## src/rtl/display_scheduler.sv

```systemverilog
// Time-shares a four-digit seven-segment display among four sources and an alert channel.
// Round-robin rotation on a tick-based dwell timer; alerts pre-empt rotation for a fixed time.
module display_scheduler #(
    parameter logic [15:0] TICK_DIV    = 16'd50000,
    parameter logic [7:0]  DWELL_TICKS = 8'd100,
    parameter logic [7:0]  ALERT_TICKS = 8'd200,
    parameter logic [15:0] SCAN_DIV    = 16'd12500
) (
    input  logic        clk,
    input  logic        rst,
    input  logic [3:0]  src_valid,
    input  logic [63:0] src_data,
    input  logic        alert_req,
    input  logic [15:0] alert_data,
    output logic        alert_ack,
    input  logic        hold,
    output logic [3:0]  digit0,
    output logic [3:0]  digit1,
    output logic [3:0]  digit2,
    output logic [3:0]  digit3,
    output logic        blank,
    output logic [1:0]  cur_src,
    output logic        alert_active,
    output logic        scan_en
);

    typedef enum logic [1:0] {IDLE, SHOW, ALERT} state_t;

    state_t      state, state_nxt;
    logic [15:0] presc, scan_cnt;
    logic        tick, scan_wrap;
    logic [7:0]  dwell, dwell_nxt;
    logic [7:0]  acnt, acnt_nxt;
    logic [1:0]  cur_nxt;
    logic        accept;
    logic        dwell_done, alert_done;
    logic [15:0] alert_reg;
    logic [15:0] disp;

    // First valid source strictly after cur, wrapping; returns cur itself when it is the only one.
    function automatic logic [1:0] next_valid(input logic [1:0] cur, input logic [3:0] valid);
        logic [1:0] res;
        logic [1:0] idx;
        logic       found;
        res   = cur;
        found = 1'b0;
        for (int unsigned k = 1; k <= 4; k++) begin
            idx = cur + k[1:0];
            if (!found && valid[idx]) begin
                res   = idx;
                found = 1'b1;
            end
        end
        return res;
    endfunction

    assign tick       = (TICK_DIV <= 16'd1) || (presc == TICK_DIV - 16'd1);
    assign scan_wrap  = (SCAN_DIV <= 16'd1) || (scan_cnt == SCAN_DIV - 16'd1);
    assign dwell_done = (DWELL_TICKS <= 8'd1) || (dwell == DWELL_TICKS - 8'd1);
    assign alert_done = (ALERT_TICKS <= 8'd1) || (acnt == ALERT_TICKS - 8'd1);

    always_ff @(posedge clk) begin
        if (rst) begin
            presc    <= '0;
            scan_cnt <= '0;
            scan_en  <= 1'b0;
        end else begin
            presc    <= tick ? '0 : presc + 16'd1;
            scan_cnt <= scan_wrap ? '0 : scan_cnt + 16'd1;
            scan_en  <= scan_wrap;
        end
    end

    always_ff @(posedge clk) begin
        if (rst) state <= IDLE;
        else     state <= state_nxt;
    end

    // Alert acceptance outranks source loss and rotation; entry cycle ignores any coincident tick.
    always_comb begin
        state_nxt = state;
        cur_nxt   = cur_src;
        dwell_nxt = dwell;
        acnt_nxt  = acnt;
        accept    = 1'b0;
        case (state)
            IDLE: begin
                if (alert_req) begin
                    accept = 1'b1;
                end else if (|src_valid) begin
                    state_nxt = SHOW;
                    cur_nxt   = next_valid(2'd3, src_valid);
                    dwell_nxt = '0;
                end
            end
            SHOW: begin
                if (alert_req) begin
                    accept = 1'b1;
                end else if (src_valid == 4'b0000) begin
                    state_nxt = IDLE;
                end else if (!src_valid[cur_src]) begin
                    cur_nxt   = next_valid(cur_src, src_valid);
                    dwell_nxt = '0;
                end else if (tick && !hold) begin
                    if (dwell_done) begin
                        cur_nxt   = next_valid(cur_src, src_valid);
                        dwell_nxt = '0;
                    end else begin
                        dwell_nxt = dwell + 8'd1;
                    end
                end
            end
            ALERT: begin
                if (tick) begin
                    if (alert_done) begin
                        dwell_nxt = '0;
                        if (src_valid[cur_src]) begin
                            state_nxt = SHOW;
                        end else if (|src_valid) begin
                            state_nxt = SHOW;
                            cur_nxt   = next_valid(cur_src, src_valid);
                        end else begin
                            state_nxt = IDLE;
                        end
                    end else begin
                        acnt_nxt = acnt + 8'd1;
                    end
                end
            end
            default: state_nxt = IDLE;
        endcase
        if (accept) begin
            state_nxt = ALERT;
            acnt_nxt  = '0;
        end
    end

    always_ff @(posedge clk) begin
        if (rst) begin
            cur_src   <= '0;
            dwell     <= '0;
            acnt      <= '0;
            alert_reg <= '0;
            alert_ack <= 1'b0;
            disp      <= '0;
        end else begin
            cur_src   <= cur_nxt;
            dwell     <= dwell_nxt;
            acnt      <= acnt_nxt;
            alert_ack <= accept;
            if (accept) begin
                alert_reg <= alert_data;
                disp      <= alert_data;
            end else begin
                case (state)
                    SHOW:    disp <= src_data[{cur_src, 4'b0000} +: 16];
                    ALERT:   disp <= alert_reg;
                    default: disp <= '0;
                endcase
            end
        end
    end

    always_comb begin
        blank        = 1'b1;
        alert_active = 1'b0;
        case (state)
            SHOW:    blank = 1'b0;
            ALERT: begin
                blank        = 1'b0;
                alert_active = 1'b1;
            end
            default: blank = 1'b1;
        endcase
    end

    assign digit0 = disp[3:0];
    assign digit1 = disp[7:4];
    assign digit2 = disp[11:8];
    assign digit3 = disp[15:12];

endmodule

```

## config.mk

```make
export PLATFORM = sky130hd
export DESIGN_NAME = display_scheduler
export DESIGN_NICKNAME = d
export VERILOG_FILES = /design/src/rtl/display_scheduler.sv
export SDC_FILE = /design/constraint.sdc
export NUM_CORES = 1
export LEC_CHECK = 0
export CORE_ASPECT_RATIO = 0.5
export CORE_MARGIN = 2
export CORE_UTILIZATION = 49
export CTS_CLUSTER_SIZE = 12
export DETAILED_ROUTE_END_ITERATION = 12
export PLACE_DENSITY = 0.86
export REMOVE_ABC_BUFFERS = 1
export SLEW_MARGIN = 40
export SYNTH_ARGS = -nofsm -noshare
export SYNTH_HDL_FRONTEND = slang
export SYNTH_SLANG_ARGS = --single-unit
```

## constraint.sdc

```tcl
create_clock -name clk -period 2.7 [get_ports clk]
set_clock_uncertainty 0.15 [all_clocks]
set_input_delay 0.54 -clock clk [delete_from_list [all_inputs] [get_ports clk]]
set_output_delay 0.54 -clock clk [all_outputs]
set_load 0.1 [all_outputs]
```

# Word level (Yosys, flattened, before mapping)
# Index checks and enable logic that the tools add are counted.
# totals
out_inout_bits	22
input_bits	88
wordCells	214
regBits	86
# classes
order_cmp	4
shift	1
n_reduce_logical	40
add_sub_neg	7
bitwise_logic	1
n_eq_ne	26
n_mux	124
# op_table
operator	count
$mux 1	74
$mux 8	9
$mux 2	32
$shiftx 64x7->16	1
$add 16x1->16 const B	2
$pmux 16 s2	1
$ne 3x3->1 const B	10
$pmux 8 s3	1
$ne 2x2->1 const B	10
$add 8x1->8 const B	2
$eq 16x14->1 const B	1
$eq 16x16->1 const B	1
$mux 16	1
$reduce_and 14->1	1
$logic_and 1x1->1	13
$logic_not 1->1	13
$lt 2x3->1 const B	4
$pmux 2 s3	2
$reduce_and 6->1	2
$reduce_or 2->1	5
$bmux 1 s2	4
$eq 8x7->1 const B	1
$eq 8x8->1 const B	1
$reduce_and 8->1	1
other kinds (10)	11

# Longest topological paths before layout
# Gate-level depths: netlist of run 1.
# depth
word_depth	37
depth_mapped	10
depth_no_buf	8

# Worst setup path after synthesis of run 1
# OpenSTA, ideal clock, no wires.
# synth_path
path_kind	reg-to-reg
from	register cur_src[1]
to	register cur_src[1]
required_ns	2.429
arrival_time_ns	2.524
setup_ns	0.121
path_slack_ns	-0.095
path_buffers	3
stages_incl_launch_ff	8
cell_sequence	dfxtp_1 buf_2 buf_1 clkbuf_1 o21ai_0 a22oi_1 nor2_1 mux2_2
# synth_via
elab_chain_len	32
elab_cells_between_ends	108
cone_classes	add/sub (3); eq/ne (6); mux (80); reduce/logical (19)
# synth_lines
item	line_no	rtl
from (decl)	22	output logic [1:0] cur_src,
from (signal assigned)	147	cur_src <= cur_nxt;
$add 2x1->2	48	idx = cur + k[1:0];
$bmux 1 s2	49	if (!found && valid[idx]) begin
$mux 1 (implied by the code)	49	
$mux 1	49	
$mux 1	105	if (dwell_done) begin
$mux 1	104	end else if (tick && !hold) begin
$mux 1	101	end else if (!src_valid[cur_src]) begin
$mux 1	99	end else if (src_valid == 4'b0000) begin
(+16 left out)	--	
$mux 1	101	
$mux 1	99	
$mux 1	97	if (alert_req) begin
$mux 1	86	case (state)
$logic_not 1->1	49	
$logic_and 1x1->1	49	
$ne 3x3->1 (no source line)	--	
$reduce_and 14->1 (no source line)	--	
# Several ways; a longest one is shown, not always the timed one. The select of a mux whose other input is x is not followed.
# A chain may end at the register's enable or synchronous reset.

# Final worst setup path of run 1
# layout_path
from	register state[1]
to	register cur_src[0]
# layout_via
elab_chain_len	3
elab_cells_between_ends	19
cone_classes	eq/ne (15); mux (1); reduce/logical (3)
# layout_lines
item	line_no	rtl
from (decl)	29	state_t state, state_nxt;
from (signal assigned)	76	else state <= state_nxt;
$eq 2x1->1 (tied with other cells)	86	
$ne 3x3->1 (no source line) (tied with other cells)	--	
$reduce_and 14->1 (no source line)	--	
# Several ways; a longest one is shown, not always the timed one.

==> results of run 1 <==
-- cell families (layout without fill, tap and decap cells) --
group                      count (synthesis)  in the layout  synth area share (%)
xor gates and xnor gates                  34             34                  6.95
and+or+nand+nor                          186            188                  22.4
adders and majority gates                  9              9                  2.57
muxes                                     23             23                  10.1
DFF                                       86             86                  40.2
buffers and inverters                     54            176                  4.96
AOI/OAI and AO/OA                         91             91                  12.9
-- how the worst max path moves through the flow --
stage,from,end,slack (ns),depth (start not counted)
after floorplan,cur_src[0],cur_src[1],-0.58,6
after global placement,src_valid[3],dwell[6],0.02,6
after detailed placement,src_valid[3],dwell[6],-0.02,7
after CTS,state[0],dwell[7],0.007,8
after global routing,state[1],cur_src[0],-0.11,10
final,state[1],cur_src[0],-0.01,10
-- Yosys cell counts, types with 2 or more instances --
cell,count,share of area (%)
ha_1,8,2.3
a221oi_1,2,0.41
mux2i_1,5,1.2
buf_1,3,0.26
clkbuf_1,21,1.8
o32ai_1,3,0.61
or4_1,4,0.70
a22oi_1,17,3.0
nor2b_1,3,0.44
dfxtp_1,86,40
nor4_1,5,0.73
xor2_1,20,4.1
xnor2_1,14,2.9
and2_1,2,0.29
a21oi_1,15,1.8
or4b_1,2,0.47
and4bb_2,2,0.58
and3_1,11,1.6
nand2b_1,7,1.0
mux4_2,16,8.4
nand2_1,40,3.5
a211oi_1,2,0.35
nor2_1,57,5.0
nand4b_1,2,0.41
nand3_1,18,2.1
buf_2,2,0.23
inv_1,26,2.3
mux2_2,2,0.53
or3_1,4,0.58
nor3_1,10,1.2
nand4_1,9,1.3
o21ai_0,43,5.0
-- layout make-up --
cell class | count | share of cell area, %
Clock inverter | 7 | 1.75
Sequential cell | 86 | 28.7
Tap cell | 117 | 2.44
Multi-Input combinational cell | 345 | 40.4
Clock buffer | 9 | 3.76
Inverter | 27 | 1.69
Timing Repair Buffer | 133 | 21.2
-- where the power goes --
group / total [uW] / internal, uW / switching [uW]
clock network: 1370 / 825 / 548
registers: 1480 / 1400 / 81.2
logic: 2260 / 888 / 1370
total: 5110 / 3110 / 2000
-- layer usage --
| metal | share of wire, % | vias up | wire length (microns) | global-route usage [%] |
|---|---|---|---|---|
| met3 | 4.6 | 25 | 542 | 5.59 |
| met5 | 0 | - | 0 | 0 |
| li1 | - | 1962 | - | - |
| met4 | 2.3 | 0 | 266 | 7.87 |
| met1 | 42 | 1926 | 4880 | 28.7 |
| met2 | 52 | 113 | 6060 | 45.6 |
-- repair_timing --
item | CTS | global route
pin swaps | 0 | 3
cloned | 0 | 2
gates resized for setup | 1 | 6
setup buffers | 0 | 5
setup endpoints to repair | 2 | 9
-- stage by stage --
step	power, uW	TNS, ns
global placement	3500	0
finish	5110	-0.0101
global route	5320	-0.293
CTS	4910	0
floorplan	2860	-7.85
detailed placement	3530	-0.0844
==> summary.txt, run 1 <==
R2R depth - 10
critical path arrival - 2.81 ns
Final Non-Filler Cells - 724
Pwr per Cell Area - 852 mW/mm^2
syn_area_per_cell - 8.87 sq um
CTS tree - done
Max-slew headroom - 48.9%
final core occ - 69.8%
synthesized cell area - 0.00429 sq mm
Hold Buf Count CTS - 0
worst min-delay path category - reg -> reg
Final setup viols - 1
DRC errors left - 0
DPL Wire Length - 8.04 mm
Crit Path Class - reg -> reg
gr ovfl total - 0
Inserted Clock Buffers - 9
Initial Util - 49.9%
violations in the final reports - setup timing
area of the multi-input gates - 0.00242 sq mm
Vias - 4026
initial antenna violation count - 0
fin worst setup slack - -0.0101 ns
area of the core - 0.00859 sq mm
cells along the critical path - inv_1, ha_1, or2_2, and2_1, a211oi_4, buf_6, buf_4, nand3_2, nand4b_1, a221oi_2
commonest non-fill, non-tap cell in the layout - clkdlybuf4s50_1
crit path time final - 2.71 ns
Site Rows - 24
Total GRT Usage - 24.8%
FMAX - 0.369 GHz
CTS H-tree lvls - 3
DRT Wirelength - 11.8 mm
max-slew violations - 0
critical path's largest stage delay - 0.36 ns
Synth Instances - 483
YS warnings - 0
Startpoint Class - flop
Nets - 698
Worst-Skew Late Latency - 0.34 ns
Area after DPL - 0.00557 sq mm
Worst path slowest cell - dfxtp_1
die width - 136 microns
area added between synthesis and finish - 39.8%
Die H - 70.1 microns
Clk pin slew, worst setup/hold paths - 0.07 ns
EDFF count, synth - 0
storage element area - 0.00172 sq mm
Buffers & Inverters on Critical Path - 3
WHS Endpoint - scan_cnt[0]
R2R Setup Slk - -0.01 ns
antenna viol nets, final - 0
worst slack at placement - -0.0237 ns
Total Die Area - 0.00956 sq mm
maximum vdd ir drop - 0.466 mV
fillcell total - 634
diode count - 0
required time of the critical path - 2.80 ns
Async S/R FF share, synth - 0%
pin count of the biggest net entering global routing - 22
Pleak - 0.00221 uW
Root Buffer - clkbuf_16
GPL Wtd Cong - 0.856
number of global-route vias before repair - 4045
outcome - finished with violations
first-pass GRT wire length - 18.8 mm
reg-to-reg endpoint - cur_src[0]
dpl cells - 701
buffers added on ports - 109
Distinct cells, synth - 54
Setup crit end kind - flop
Final Hold Vio Count - 0
clk sink count - 86
hold_sp - scan_cnt[0]
most frequent cells in the layout - clkdlybuf4s50_1 (87), dfxtp_1 (85), nor2_1 (57)
worst slew pin tran - 0.759 ns
FF-to-FF Start - state[1]
Max-Cap Viols - 0
Vias per Instance - 5.56
largest buffer count on any clock path - 2
family with the most delay on the worst path - simple AND/OR/NAND/NOR gates
share of cells above drive strength 1 - 16.1%
worst hold margin - 0.318 ns
I/O pin count - 110
Routed WL per cell - 16.2 microns
DRT Pass-1 Iters - 5
DRT iter0 DRCs - 240
Final Cell Area - 0.00599 sq mm
Post-synth top flop - dfxtp_1
fin crit share - 100%
Max FO, Critical Path - 8
FF+latch count, synth - 86
WHS Path Cells - 1
register area share after synthesis - 40.2%
Power figures use the tool's default switching activity.
==> run 2, diff against run 1 <==
--- a/config.mk
+++ b/config.mk
@@ -6,12 +6,10 @@
 export NUM_CORES = 1
 export LEC_CHECK = 0
 export CORE_ASPECT_RATIO = 0.5
-export CORE_MARGIN = 2
 export CORE_UTILIZATION = 49
 export CTS_CLUSTER_SIZE = 12
 export DETAILED_ROUTE_END_ITERATION = 12
 export PLACE_DENSITY = 0.86
-export REMOVE_ABC_BUFFERS = 1
 export SLEW_MARGIN = 40
 export SYNTH_ARGS = -nofsm -noshare
 export SYNTH_HDL_FRONTEND = slang
==> summary.txt, run 2 (synthesis results as in run 1) <==
critical path's largest stage delay - 0.53 ns (was 0.36 ns)
worst hold margin - 0.303 ns (was 0.318 ns)
Syn Nets - 579
crit path time final - 2.58 ns (was 2.71 ns)
Max-Cap Viols - 0 (unchanged)
Site Rows - 23 (was 24)
Vias - 3981 (was 4026)
DRT Pass-1 Iters - 5 (unchanged)
CTS H-tree lvls - 3 (unchanged)
most frequent cells in the layout - clkdlybuf4s50_1 (87), dfxtp_1 (84), nor2_1 (57) (was clkdlybuf4s50_1 (87), dfxtp_1 (85), nor2_1 (57))
DRC errors left - 0 (unchanged)
Clk pin slew, worst setup/hold paths - 0.06 ns (was 0.07 ns)
FMAX - 0.387 GHz (was 0.369 GHz)
Pleak - 0.00218 uW (was 0.00221 uW)
commonest non-fill, non-tap cell in the layout - clkdlybuf4s50_1 (unchanged)
DRT iter0 DRCs - 229 (was 240)
Routed WL per cell - 15.5 microns (was 16.2 microns)
share of cells above drive strength 1 - 15.0% (was 16.1%)
cells along the critical path - inv_1, ha_1, or2_2, and2_1, a211oi_2, nand3_4, or4_1, a21oi_1 (was inv_1, ha_1, or2_2, and2_1, a211oi_4, buf_6, buf_4, nand3_2, nand4b_1, a221oi_2)
pin count of the biggest net entering global routing - 20 (was 22)
dpl cells - 695 (was 701)
crit path from - state[0] (was state[1])
first-pass GRT wire length - 17.4 mm (was 18.8 mm)
outcome - finished clean (was finished with violations)
Startpoint Class - flop (unchanged)
Total GRT Usage - 24.4% (was 24.8%)
buffers added on ports - 109 (unchanged)
largest buffer count on any clock path - 2 (unchanged)
CTS tree - done (unchanged)
DRT Wirelength - 11.0 mm (was 11.8 mm)
area of the core - 0.00823 sq mm (was 0.00859 sq mm)
maximum vdd ir drop - 0.438 mV (was 0.466 mV)
initial antenna violation count - 0 (unchanged)
reg-to-reg endpoint - dwell[2] (was cur_src[0])
Hold Buf Count CTS - 0 (unchanged)
Nets - 692 (was 698)
GPL Wtd Cong - 0.855 (was 0.856)
R2R Setup Slk - 0.12 ns (was -0.01 ns)
Crit Path Class - reg -> reg (unchanged)
Max-slew headroom - 55.5% (was 48.9%)
Worst-Skew Late Latency - 0.33 ns (was 0.34 ns)
Pwr per Cell Area - 832 mW/mm^2 (was 852 mW/mm^2)
worst slew pin tran - 0.666 ns (was 0.759 ns)
I/O pin count - 110 (unchanged)
worst slack at placement - -0.0867 ns (was -0.0237 ns)
Final Hold Vio Count - 0 (unchanged)
worst min-delay path category - reg -> reg (unchanged)
Final Non-Filler Cells - 713 (was 724)
Max FO, Critical Path - 19 (was 8)
clk sink count - 86 (unchanged)
max-slew violations - 0 (unchanged)
Setup crit end - dwell[2] (was cur_src[0])
R2R depth - 8 (was 10)
FF-to-FF Start - state[0] (was state[1])
fin worst setup slack - 0.116 ns (was -0.0101 ns)
diode count - 0 (unchanged)
Worst path slowest cell - or4_1 (was dfxtp_1)
fin crit share - 95.7% (was 100%)
RSZ-0062 raised after global routing - yes
critical path arrival - 2.70 ns (was 2.81 ns)
area added between synthesis and finish - 37.8% (was 39.8%)
DPL Wire Length - 7.94 mm (was 8.04 mm)
number of global-route vias before repair - 3814 (was 4045)
Setup crit end kind - flop (unchanged)
required time of the critical path - 2.82 ns (was 2.80 ns)
Die H - 68.1 microns (was 70.1 microns)
Root Buffer - clkbuf_16 (unchanged)
Final setup viols - 0 (was 1)
Total Die Area - 0.00915 sq mm (was 0.00956 sq mm)
Inserted Clock Buffers - 9 (unchanged)
die width - 134 microns (was 136 microns)
antenna viol nets, final - 0 (unchanged)
Vias per Instance - 5.58 (was 5.56)
gr ovfl total - 0 (unchanged)
Initial Util - 52.1% (was 49.9%)
fillcell total - 592 (was 634)
## run 2: layout make-up
type,instances,area [sq um],area share (%)
multi-input cells,343,2380,40.3
well taps,112,140,2.37
flip-flops and latches,86,1720,29.2
clock buffers,13,270,4.58
repair buffers,129,1220,20.7
inverters,27,101,1.72
clock inverters,3,65.1,1.10
## run 2: metrics by stage
step                      total power [uW]  util, %  area (sq um)  TNS [ns]
after floorplan                       2930        -          4290         0
after global placement                3490     67.3          5540  -0.00176
after detailed placement              3540     67.4          5550    -0.515
after CTS                             4900     71.5          5880         0
after global routing                  5120     71.8          5910   -0.0171
final                                 4910     71.8          5910         0
## run 2: power by group
part | leakage, uW | internal, uW | switching [uW] | total (uW)
combinational | 0.00131 | 771 | 1270 | 2040
clock | 0.000166 | 885 | 476 | 1360
sequential | 0.000700 | 1400 | 112 | 1510
total | 0.00218 | 3050 | 1860 | 4910
## run 2: worst min path at each step
stage                startpoint  slack [ns]     endpoint  depth (start not counted)
finish              scan_cnt[0]        0.30  scan_cnt[0]                          1
global route           dwell[1]        0.34     dwell[1]                          2
CTS                 scan_cnt[0]        0.31  scan_cnt[0]                          1
detailed placement  scan_cnt[0]        0.30  scan_cnt[0]                          1
global placement    scan_cnt[0]        0.28  scan_cnt[0]                          1
floorplan           scan_cnt[0]        0.26  scan_cnt[0]                          1
## run 2: layer usage
| layer | vias to the layer above | global-route usage (%) | wire length (microns) |
|---|---|---|---|
| met2 | 137 | 45.2 | 5410 |
| met5 | - | 0 | 0 |
| met1 | 1877 | 27.5 | 4560 |
| met4 | 0 | 11.5 | 273 |
| met3 | 23 | 5.85 | 773 |
| li1 | 1944 | - | - |
## run 2: repair_timing
action	in CTS	in global routing
hold endpoints to repair	0	0
buffers inserted	0	2
endpoints found under the setup margin	0	9
gates resized for setup	0	1
## run 2: critical path, delay by kind of cell (launching register included)
family,cells,cell delay (ns)
flops,1,0.36
compound gates,2,0.42
simple gates,4,1.26
fa+ha+maj,1,0.22
buf+inv,1,0.09
==> run 3, diff against run 2 <==
--- a/config.mk
+++ b/config.mk
@@ -10,6 +10,7 @@
 export CTS_CLUSTER_SIZE = 12
 export DETAILED_ROUTE_END_ITERATION = 12
 export PLACE_DENSITY = 0.86
+export SETUP_SLACK_MARGIN = 0.05
 export SLEW_MARGIN = 40
 export SYNTH_ARGS = -nofsm -noshare
 export SYNTH_HDL_FRONTEND = slang
==> summary.txt, run 3 (synthesis results as in run 1) <==
outcome - finished clean (unchanged)
first-pass GRT wire length - 17.4 mm (unchanged)
Final setup viols - 0 (unchanged)
fillcell total - 571 (was 592)
Initial Util - 52.1% (unchanged)
Inserted Clock Buffers - 9 (unchanged)
Total GRT Usage - 24.4% (unchanged)
Setup crit end kind - flop (unchanged)
maximum vdd ir drop - 0.444 mV (was 0.438 mV)
DPL Wire Length - 7.94 mm (unchanged)
Buffers & Inverters on Critical Path - 2 (was 1)
Max-slew headroom - 60.1% (was 55.5%)
P_sw - 1910 uW (was 1860 uW)
Max FO, Critical Path - 10 (was 19)
family with the most delay on the worst path - compound AO/OA/AOI/OAI gates (was simple AND/OR/NAND/NOR gates)
cells along the critical path - clkdlybuf4s50_1, buf_4, nor4_1, a21oi_1, nand3_4, a211oi_1, mux2_2 (was inv_1, ha_1, or2_2, and2_1, a211oi_2, nand3_4, or4_1, a21oi_1)
Startpoint Class - input port (was flop)
antenna viol nets, final - 0 (unchanged)
clk sink count - 86 (unchanged)
Total Die Area - 0.00915 sq mm (unchanged)
area added between synthesis and finish - 39.5% (was 37.8%)
DRC errors left - 0 (unchanged)
DRT Wirelength - 11.2 mm (was 11.0 mm)
Seq pwr share - 30.0% (was 30.7%)
number of global-route vias before repair - 3814 (unchanged)
Vias - 4038 (was 3981)
CTS tree - done (unchanged)
initial antenna violation count - 0 (unchanged)
Nets - 698 (was 692)
FMAX - 0.385 GHz (was 0.387 GHz)
area of the multi-input gates - 0.00242 sq mm (was 0.00238 sq mm)
share of cells above drive strength 1 - 16.1% (was 15.0%)
commonest non-fill, non-tap cell in the layout - clkdlybuf4s50_1 (unchanged)
I/O pin count - 110 (unchanged)
Root Buffer - clkbuf_16 (unchanged)
required time of the critical path - 2.77 ns (was 2.82 ns)
Die H - 68.1 microns (unchanged)
Site Rows - 23 (unchanged)
buffers added on ports - 109 (unchanged)
Worst path slowest cell - clkdlybuf4s50_1 (was or4_1)
GPL Wtd Cong - 0.855 (unchanged)
critical path arrival - 2.67 ns (was 2.70 ns)
Final Non-Filler Cells - 719 (was 713)
final core occ - 72.7% (was 71.8%)
CTS H-tree lvls - 3 (unchanged)
Vias per Instance - 5.62 (was 5.58)
most frequent cells in the layout - clkdlybuf4s50_1 (87), dfxtp_1 (84), nor2_1 (57) (unchanged)
critical path's largest stage delay - 0.53 ns (about the same)
switching share of total power - 38.0% (was 37.9%)
Final Hold Vio Count - 0 (unchanged)
pin count of the biggest net entering global routing - 20 (unchanged)
Worst-Skew Late Latency - 0.33 ns (about the same)
max-slew violations - 0 (unchanged)
Clk pwr share - 27.0% (was 27.7%)
dpl cells - 695 (unchanged)
crit path time final - 2.60 ns (was 2.58 ns)
Pwr per Cell Area - 842 mW/mm^2 (was 832 mW/mm^2)
Syn Nets - 579 (unchanged)
combinational share of power - 43.0% (was 41.6%)
area of the core - 0.00823 sq mm (unchanged)
DRT iter0 DRCs - 219 (was 229)
DRT Pass-1 Iters - 6 (was 5)
internal power - 3120 uW (was 3050 uW)
worst slew pin tran - 0.598 ns (was 0.666 ns)
Pleak - 0.00221 uW (was 0.00218 uW)
storage element area - 0.00172 sq mm (unchanged)
Max-Cap Viols - 0 (unchanged)
RSZ-0062 raised after global routing - yes (unchanged)
Routed WL per cell - 15.6 microns (was 15.5 microns)
R2R Setup Slk - 0.12 ns (about the same)
fin crit share - 96.2% (was 95.7%)
worst min-delay path category - reg -> reg (unchanged)
die width - 134 microns (unchanged)
gr ovfl total - 0 (unchanged)
Clk pin slew, worst setup/hold paths - 0.06 ns (about the same)
Crit Path Class - in -> reg (was reg -> reg)
largest buffer count on any clock path - 2 (unchanged)
diode count - 0 (unchanged)
run 3: cell count changes in the layout (fill, tap and decap cells not counted):
cell | previous run | this run
o31ai_1 | 1 | 0
o22ai_1 | 1 | 0
nand3_4 | 1 | 2
o22ai_2 | 0 | 1
o31ai_2 | 0 | 1
a211oi_2 | 1 | 0
buf_4 | 39 | 44
a211oi_4 | 0 | 1
run 3: timing repair:
| item | in CTS | in global routing |
|---|---|---|
| buffers inserted | 0 | 7 |
| endpoints found under the setup margin | 0 | 9 |
| hold buffers | 0 | 0 |
| gates resized for setup | 0 | 5 |
run 3: power by group through the flow:
stage | registers [uW] | clock network [uW] | logic, uW
after CTS | 1510 | 1380 | 2010
after detailed placement | 1530 | 0 | 2000
after global placement | 1530 | 0 | 1960
final | 1510 | 1360 | 2160
after global routing | 1520 | 1440 | 2280
after floorplan | 1860 | 0 | 1060
run 3: path summary, 6_finish.rpt:
check             cells past startpoint    startpoint     endpoint
hold reg to reg                       1   scan_cnt[0]  scan_cnt[0]
setup reg to reg                     10      state[0]     dwell[2]
setup / recovery                      7  src_valid[1]   cur_src[1]
hold / removal                        1   scan_cnt[0]  scan_cnt[0]
run 3: cell type report:
cell class                      count  share of cell area [%]
Multi-Input combinational cell    344                    40.4
Sequential cell                    86                    28.8
Timing Repair Buffer              134                    21.1
Clock buffer                       13                    4.52
Tap cell                          112                    2.34
Inverter                           27                    1.69
Clock inverter                      3                    1.09
run 3: stage by stage:
step                      total power (uW)  hold slack (ns)   TNS, ns  setup slack [ns]  instance area [sq um]
after CTS                             4900            0.307         0            0.0688                   5880
after global placement                3490            0.278  -0.00176          -0.00100                   5540
after floorplan                       2930            0.263         0             0.210                   4290
after global routing                  5240            0.339  -0.00452          -0.00325                   5980
after detailed placement              3540            0.299    -0.515           -0.0867                   5550
final                                 5030            0.303         0             0.103                   5980
run 3: metal layers:
layer / global-route usage (%) / up-vias / part of all wire (%)
met3: 5.85 / 21 / 6.6
met2: 45.2 / 147 / 49
li1: - / 1957 / -
met4: 11.5 / 0 / 2.3
met1: 27.5 / 1913 / 42
met5: 0 / - / 0
